**src/rtl/fetch_unit.sv**
```systemverilog
// Instruction fetch stage: issues one 16-bit read per PC value, holds the returned
// word for the decoder, and steers the PC register (increment by 2 or redirect load).
module fetch_unit #(
  parameter int ADDR_W = 16,
  parameter int DATA_W = 16
) (
  input  logic              I_clk,
  input  logic              I_reset,
  input  logic [ADDR_W-1:0] I_pc,
  output logic              O_pc_enable,
  output logic              O_pc_write,
  output logic [ADDR_W-1:0] O_pc_in,
  output logic              O_mem_req,
  output logic [ADDR_W-1:0] O_mem_addr,
  input  logic              I_mem_ack,
  input  logic              I_mem_rvalid,
  input  logic [DATA_W-1:0] I_mem_rdata,
  output logic              O_instr_valid,
  output logic [DATA_W-1:0] O_instr,
  output logic [ADDR_W-1:0] O_instr_pc,
  input  logic              I_instr_ready,
  input  logic              I_redirect,
  input  logic [ADDR_W-1:0] I_redirect_pc
);

  typedef enum logic [2:0] {IDLE, FETCH, WAIT, FULL, DROP} state_t;

  state_t            r_state;
  state_t            w_next_state;
  logic [DATA_W-1:0] r_instr;
  logic [ADDR_W-1:0] r_instr_pc;
  logic [ADDR_W-1:0] r_fetch_pc;
  logic              w_load_instr;
  logic              w_capture_pc;

  always_comb begin
    w_next_state  = r_state;
    O_pc_enable   = 1'b0;
    O_pc_write    = 1'b0;
    O_mem_req     = 1'b0;
    O_instr_valid = 1'b0;
    w_load_instr  = 1'b0;
    w_capture_pc  = 1'b0;
    case (r_state)
      IDLE: w_next_state = FETCH;
      FETCH: begin
        O_mem_req = !I_redirect;
        if (I_redirect) begin
          O_pc_enable = 1'b1;
          O_pc_write  = 1'b1;
        end else if (I_mem_ack) begin
          O_pc_enable  = 1'b1;
          w_capture_pc = 1'b1;
          w_next_state = WAIT;
        end
      end
      WAIT: begin
        // A redirect with the response still in flight must swallow it in DROP.
        if (I_redirect) begin
          O_pc_enable  = 1'b1;
          O_pc_write   = 1'b1;
          w_next_state = I_mem_rvalid ? FETCH : DROP;
        end else if (I_mem_rvalid) begin
          w_load_instr = 1'b1;
          w_next_state = FULL;
        end
      end
      FULL: begin
        O_instr_valid = !I_redirect;
        if (I_redirect) begin
          O_pc_enable  = 1'b1;
          O_pc_write   = 1'b1;
          w_next_state = FETCH;
        end else if (I_instr_ready) begin
          w_next_state = FETCH;
        end
      end
      DROP: begin
        if (I_redirect) begin
          O_pc_enable = 1'b1;
          O_pc_write  = 1'b1;
        end
        if (I_mem_rvalid) w_next_state = FETCH;
      end
      default: w_next_state = IDLE;
    endcase
  end

  assign O_mem_addr = (r_state == IDLE) ? '0 : I_pc;
  assign O_pc_in    = (I_redirect && (r_state != IDLE)) ? {I_redirect_pc[ADDR_W-1:1], 1'b0} : '0;
  assign O_instr    = r_instr;
  assign O_instr_pc = r_instr_pc;

  always_ff @(posedge I_clk or negedge I_reset) begin
    if (!I_reset) begin
      r_state    <= IDLE;
      r_instr    <= '0;
      r_instr_pc <= '0;
      r_fetch_pc <= '0;
    end else begin
      r_state <= w_next_state;
      if (w_capture_pc) r_fetch_pc <= I_pc;
      if (w_load_instr) begin
        r_instr    <= I_mem_rdata;
        r_instr_pc <= r_fetch_pc;
      end
    end
  end

endmodule

```
**config.mk**
```make
export PLATFORM = sky130hd
export DESIGN_NAME = fetch_unit
export DESIGN_NICKNAME = d
export VERILOG_FILES = /design/src/rtl/fetch_unit.sv
export SDC_FILE = /design/constraint.sdc
export NUM_CORES = 1
export LEC_CHECK = 0
export BUFFER_PORTS_ARGS = -buffer_cell sky130_fd_sc_hd__buf_2
export CORE_MARGIN = 3
export CORE_UTILIZATION = 45
export DETAILED_ROUTE_END_ITERATION = 7
export GPL_ROUTABILITY_DRIVEN = 0
export PLACE_DENSITY = 0.81
export SLEW_MARGIN = 20
export SYNTH_ARGS = -nofsm -noshare
export SYNTH_HDL_FRONTEND = slang
export SYNTH_SLANG_ARGS = --single-unit
```
**constraint.sdc**
```tcl
create_clock -name I_clk -period 2.3 [get_ports I_clk]
set_input_delay 0.23 -clock I_clk [delete_from_list [all_inputs] [get_ports I_clk]]
set_output_delay 0.23 -clock I_clk [all_outputs]
set_load 0.01 [all_outputs]
```
==> results of run 1 <==
[final timing paths]
check                                                 from                    endpoint  slack, ns
worst min-delay path                               I_reset  O_instr_pc[10]$_DFFE_PN0P_       0.06
min in group I_clk                            I_mem_rvalid      r_state[2]$_DFFE_PN0P_       0.13
worst min register to register  r_fetch_pc[13]$_DFFE_PN0P_  r_fetch_pc[13]$_DFFE_PN0P_       0.50
worst max-delay path                r_state[1]$_DFFE_PN0P_                  O_pc_in[1]       0.33
worst max register to register      r_state[1]$_DFFE_PN0P_  O_instr_pc[13]$_DFFE_PN0P_       0.40
max in group asynchronous                          I_reset      O_instr[4]$_DFFE_PN0P_       1.61
[logic make-up after synthesis]
logic type | count (synthesis) | synth area share, %
DFF | 51 | 53.9
muxes | 49 | 28.1
and+or+nand+nor | 46 | 12.4
buffers and inverters | 15 | 3.60
AOI/OAI and AO/OA | 6 | 1.85
other | 1 | 0.158
[through the flow]
stage | power, mW | hold WS [ns]
after floorplan | 1.69 | -0.0656
after global placement | 1.99 | 0.389
after detailed placement | 2.03 | 0.404
after CTS | 2.63 | 0.0846
after global routing | 2.76 | 0.109
final | 2.59 | 0.0557
[metal layers]
metal,vias to the layer above,GRT usage [%],wire length (um)
met4,0,4.37,50
li1,814,-,-
met1,827,22.7,2210
met2,94,29.8,2440
met5,-,0,0
met3,5,5.05,474
[worst register-to-register path, stage by stage (launching register included)]
cell and delay, ns:
sky130_fd_sc_hd__dfrtp_1 0.55, sky130_fd_sc_hd__or4b_2 0.67, sky130_fd_sc_hd__buf_12 0.22, sky130_fd_sc_hd__mux2_4 0.35
[power breakdown]
part	internal, mW	switching [mW]
clock	0.318	0.273
combinational	0.442	0.320
sequential	1.12	0.121
total	1.88	0.713
[sequential cells by signal, indices dropped and copies added (netlist names)]
register    flops
r_fetch_pc     16
O_instr_pc     16
r_state         3
O_instr        16
[what timing repair did]
| action | CTS | global route |
|---|---|---|
| hold endpoints to repair | 0 | 0 |
| endpoints found under the setup margin | 0 | 32 |
| gates resized for setup | 0 | 2 |
| buffers inserted | 0 | 0 |
[cells in the final DEF (no fill, tap or decap), types with 2 or more instances in the layout]
cell type                  instances
sky130_fd_sc_hd__and2_1           16
sky130_fd_sc_hd__buf_4             5
sky130_fd_sc_hd__mux2_2           11
sky130_fd_sc_hd__buf_2           119
sky130_fd_sc_hd__mux2_1            8
sky130_fd_sc_hd__mux2_4           30
sky130_fd_sc_hd__clkbuf_8          5
sky130_fd_sc_hd__and3_1           16
sky130_fd_sc_hd__nand2_1           4
sky130_fd_sc_hd__dfrtp_1          51
sky130_fd_sc_hd__nor3_1            2
[final cells by class]
class	count	area (sq um)
fill	404	1780
clock inverter	2	37.5
tap	67	83.8
inverter	1	3.75
multi-input combinational	102	1010
sequential	51	1280
timing repair buffer	125	653
clock buffer	5	68.8
==> results_dict.tcl, run 1 <==
set metrics [dict create \
    power_leakage_nw 1.80 \
    layout-drive-gt1-share_pct 61.5 \
    grt_use_total_pct 17.8 \
    wl_um 5180 \
    synthesis.instances 168 \
    global_route.overflow_total 0 \
    ys_top_cells_by_area "sky130_fd_sc_hd__dfrtp_1, sky130_fd_sc_hd__mux2_4, sky130_fd_sc_hd__mux2_2" \
    maximum_number_of_pins_on_one_net_before_global_route_repair 42 \
    vdd_ir_drop_max_mv 0.357 \
    number_of_synthesized_flops_with_an_enable_pin 0 \
    route.detailed.drc 0 \
    die_y_um 78.5 \
    yosys.cell_types.count 28 \
    max-clock-path-buffers 2 \
    synthToLayoutAreaGrowth_pct 32.4 \
    die_area_sq_mm 0.00616 \
    finalSetupViolCount 0 \
    min_period_over_period_pct 85.6 \
    placed_cell_area_sq_mm 0.00302 \
    timing.slew.headroom_pct 40.8 \
    crit_buf_inv 1 \
    io_pins 122 \
    route.detailed.wl_per_inst_um 14.7 \
    clk-insertion-delay-late_ns 0.29 \
    synth.ff_latch_count 51 \
    fmax_mhz 508 \
    finalMaxSlewViolations 0 \
    cap_viol_max_count 0 \
    synth_sequential_area_ratio_pct 53.9 \
    cts-root-buf "sky130_fd_sc_hd__clkbuf_8" \
    numPlacedInstances 346 \
    ant_nets 0 \
    timing_hold_violations_final 0 \
    vias_per_cell 4.93 \
    grt_pass1_vias 1782 \
    worst-r2r-cell-count 3 \
    crit_path_start_kind "register" \
    worst_slack_ns 0.332 \
    period_minus_slack_ns 1.97 \
    critPathTopFamily "simple AND/OR/NAND/NOR gates" \
    end_kind "output pin" \
    yosysWarningCount 0 \
    postSynthAreaPerCell_sq_um 14.1 \
    finish.utilization_pct 63.8 \
    grt_pass1_wl_um 8640 \
    port_buffers 119 \
    synth_most_common_cell "sky130_fd_sc_hd__dfrtp_1" \
    cp_max_fo 32 \
    synth_async_sr_flop_share_pct 100 \
    fin_tns_setup_ns 0 \
    post_synth_instance_area_sq_mm 0.00237 \
    synth_top_cell_by_area "sky130_fd_sc_hd__dfrtp_1" \
    cts.clk_slew.worst_paths_ns 0.09 \
    nets 340 \
    status "finished clean" \
    cp.arrival_ns 1.74 \
    crit_path_max_incr_delay_ns 0.55 \
    tritoncts "done" \
    routed-via-count 1740 \
    crit_path_cell_trace "or3_4 > and3_1 > buf_2" \
    syn_nets 222 \
    initial_utilization_pct 48.2 \
    stdcell_area_sq_mm 0.00313 \
    hold_buffers 0 \
    criticalPathCategory "register to output pin" \
    powerDensity_mw_per_mm2 827 \
    timing.hold.worst.class "primary input to async pin" \
    worst_clock_skew_ns 0.00247 \
    drt-initial-drc-count 51 \
    dp_hpwl_um 3840 \
    dieWidth_um 78.5 \
    antennaDiodeCount 0 \
    cp_slowest_cell "sky130_fd_sc_hd__or3_4" \
    placement_rows 25 \
    finalNonFillerCells 353 \
    grt_setup_unrepaired "false" \
    firstDrtPassIters 4 \
    coreArea_sq_mm 0.00491 \
    tightestPinTransition_ns 0.888 \
    yosysTopAreaCellShare_pct 53.9 \
    ys.flop_type "sky130_fd_sc_hd__dfrtp_1" \
    cts-htree-levels 2 \
    cts-buffers-inserted 5 \
    clock-sinks 51 \
    grt_antenna_before_repair 0 \
    placement.setup.worst_slack_ns 0.348 \
    worstPathRequired_ns 2.07 \
    timing.critical_path.depth 3 \
    post_synth_most_frequent_cells "sky130_fd_sc_hd__dfrtp_1, sky130_fd_sc_hd__mux2_4, sky130_fd_sc_hd__and2_1, sky130_fd_sc_hd__and3_1, sky130_fd_sc_hd__mux2_2" \
]
Power figures use the tool's default switching activity.
==> inputs of run 2 (changes only) <==
--- a/config.mk
+++ b/config.mk
@@ -6,11 +6,13 @@
 export NUM_CORES = 1
 export LEC_CHECK = 0
 export BUFFER_PORTS_ARGS = -buffer_cell sky130_fd_sc_hd__buf_2
+export CELL_PAD_IN_SITES_DETAIL_PLACEMENT = 1
+export CELL_PAD_IN_SITES_GLOBAL_PLACEMENT = 1
 export CORE_MARGIN = 3
-export CORE_UTILIZATION = 45
+export CORE_UTILIZATION = 34
 export DETAILED_ROUTE_END_ITERATION = 7
 export GPL_ROUTABILITY_DRIVEN = 0
-export PLACE_DENSITY = 0.81
+export PLACE_DENSITY = 0.8
 export SLEW_MARGIN = 20
 export SYNTH_ARGS = -nofsm -noshare
 export SYNTH_HDL_FRONTEND = slang
==> run 2 against run 1 <==
  * Worst setup slack worse by 0.058 ns
  * Final area is 0.60% lower
  * Global-route usage decreased by 3.5 points
  * Clock power shrank 11%
  * Sequential share of layout area increased by 0.25 points
  * Largest cell class unchanged
  * Core utilization down 16 points
==> results_dict.tcl, run 2 (synthesis results as in run 1) <==
set metrics [dict create \
    status "finished clean" \
    reg2reg_setup_slack_ns 0.31 \
    post-cts-setup-buffer-count 0 \
    criticalPathCategory "register to output pin" \
    clk-insertion-delay-late_ns 0.29 \
    dp_hpwl_um 4220 \
    synthToLayoutAreaGrowth_pct 31.6 \
    vias_per_cell 4.83 \
    antennaDiodeCount 0 \
    most_frequent_cells_in_the_layout "sky130_fd_sc_hd__buf_2, sky130_fd_sc_hd__dfrtp_1, sky130_fd_sc_hd__mux2_4, sky130_fd_sc_hd__and3_1, sky130_fd_sc_hd__and2_1" \
    die_y_um 89.4 \
    end_kind "output pin" \
    coreArea_sq_mm 0.00653 \
    timing.slew.headroom_pct 57.1 \
    firstDrtPassIters 4 \
    dieWidth_um 89.4 \
    grt_pass1_wl_um 8840 \
    grt_antenna_before_repair 0 \
    stdcell_area_sq_mm 0.00311 \
    vdd_ir_drop_max_mv 0.281 \
    crit_path_start_kind "register" \
    cts-htree-levels 2 \
    cts.clk_slew.worst_paths_ns 0.09 \
    initial_utilization_pct 36.2 \
    ant_nets 0 \
    worst-r2r-cell-count 3 \
    powerDensity_mw_per_mm2 813 \
    placement_rows 29 \
    max-clock-path-buffers 2 \
    grt_pass1_vias 1792 \
    worstPathRequired_ns 2.07 \
    grt_use_total_pct 14.3 \
    timing_hold_violations_final 0 \
    total_power_mw 2.53 \
    fmax_mhz 494 \
    wl_um 5700 \
    min_period_over_period_pct 88.1 \
    period_minus_slack_ns 2.03 \
    route.detailed.wl_per_inst_um 15.7 \
    layout-drive-gt1-share_pct 61.2 \
    layout.cells.most_common "sky130_fd_sc_hd__buf_2" \
    cts-root-buf "sky130_fd_sc_hd__clkbuf_8" \
    clock-sinks 51 \
    worst_clock_skew_ns 0.00986 \
    route.detailed.drc 0 \
    global_route.overflow_total 0 \
    routed-via-count 1753 \
    placed_cell_area_sq_mm 0.00301 \
    timing.hold.worst.class "primary input to async pin" \
    finalMaxSlewViolations 0 \
    fin_tns_setup_ns 0 \
    grt_setup_unrepaired "false" \
    tightestPinTransition_ns 0.644 \
    maximum_number_of_pins_on_one_net_before_global_route_repair 52 \
    cts-buffers-inserted 5 \
    io_pins 122 \
    drt-initial-drc-count 23 \
    power_leakage_nw 1.79 \
    nets 339 \
    hold_buffers 0 \
    tritoncts "done" \
    finalSetupViolCount 0 \
    timing.hold.ws_ns 0.0365 \
    port_buffers 119 \
    cap_viol_max_count 0 \
    cp_max_fo 32 \
    die_area_sq_mm 0.00800 \
    cp.arrival_ns 1.80 \
]
-- run 2: metrics by stage --
step	std cells	setup WS, ns	util, %
floorplan	168	0.620	-
global placement	355	0.324	46.1
detailed placement	355	0.267	46.1
CTS	363	0.00628	47.6
global route	363	0.155	47.7
finish	363	0.274	47.7
-- run 2: what timing repair did --
action,CTS,global route
endpoints found under the setup margin,32,32
gates resized for setup,1,1
cloned,0,0
-- run 2: where the power goes --
part / internal [mW] / total, mW / switching [mW]
sequential: 1.12 / 1.24 / 0.123
combinational: 0.440 / 0.764 / 0.324
clock: 0.247 / 0.525 / 0.278
total: 1.81 / 2.53 / 0.725
-- run 2: cell type report --
cell class	instances	area, sq um
Clock buffer	7	86.3
Clock inverter	1	8.76
Fill cell	711	3420
Inverter	1	3.75
Multi-Input combinational cell	102	1010
Sequential cell	51	1280
Tap cell	77	96.3
Timing Repair Buffer	124	633
-- run 2: final timing paths --
| check | from | to |
|---|---|---|
| worst min register to register | r_fetch_pc[6]$_DFFE_PN0P_ | r_fetch_pc[6]$_DFFE_PN0P_ |
| min in group I_clk | I_mem_rvalid | r_state[2]$_DFFE_PN0P_ |
| worst min-delay path | I_reset | O_instr_pc[6]$_DFFE_PN0P_ |
| max in group asynchronous | I_reset | O_instr_pc[0]$_DFFE_PN0P_ |
| worst max-delay path | r_state[2]$_DFFE_PN0P_ | O_pc_in[14] |
| worst max register to register | r_state[2]$_DFFE_PN0P_ | O_instr_pc[9]$_DFFE_PN0P_ |
-- run 2: layer usage --
layer / routed length, um / vias to the layer above / global-route usage, %
li1: - / 816 / -
met1: 2460 / 855 / 19.3
met2: 2820 / 80 / 23.4
met5: 0 / - / 0
met3: 399 / 2 / 3.78
met4: 19 / 0 / 2.44
-- run 2: worst max-delay path, cell delays in order, from the launching register on --
cell                      delay, ns
sky130_fd_sc_hd__dfrtp_1       0.53
sky130_fd_sc_hd__or3_4         0.59
sky130_fd_sc_hd__and3_1        0.24
sky130_fd_sc_hd__buf_2         0.13
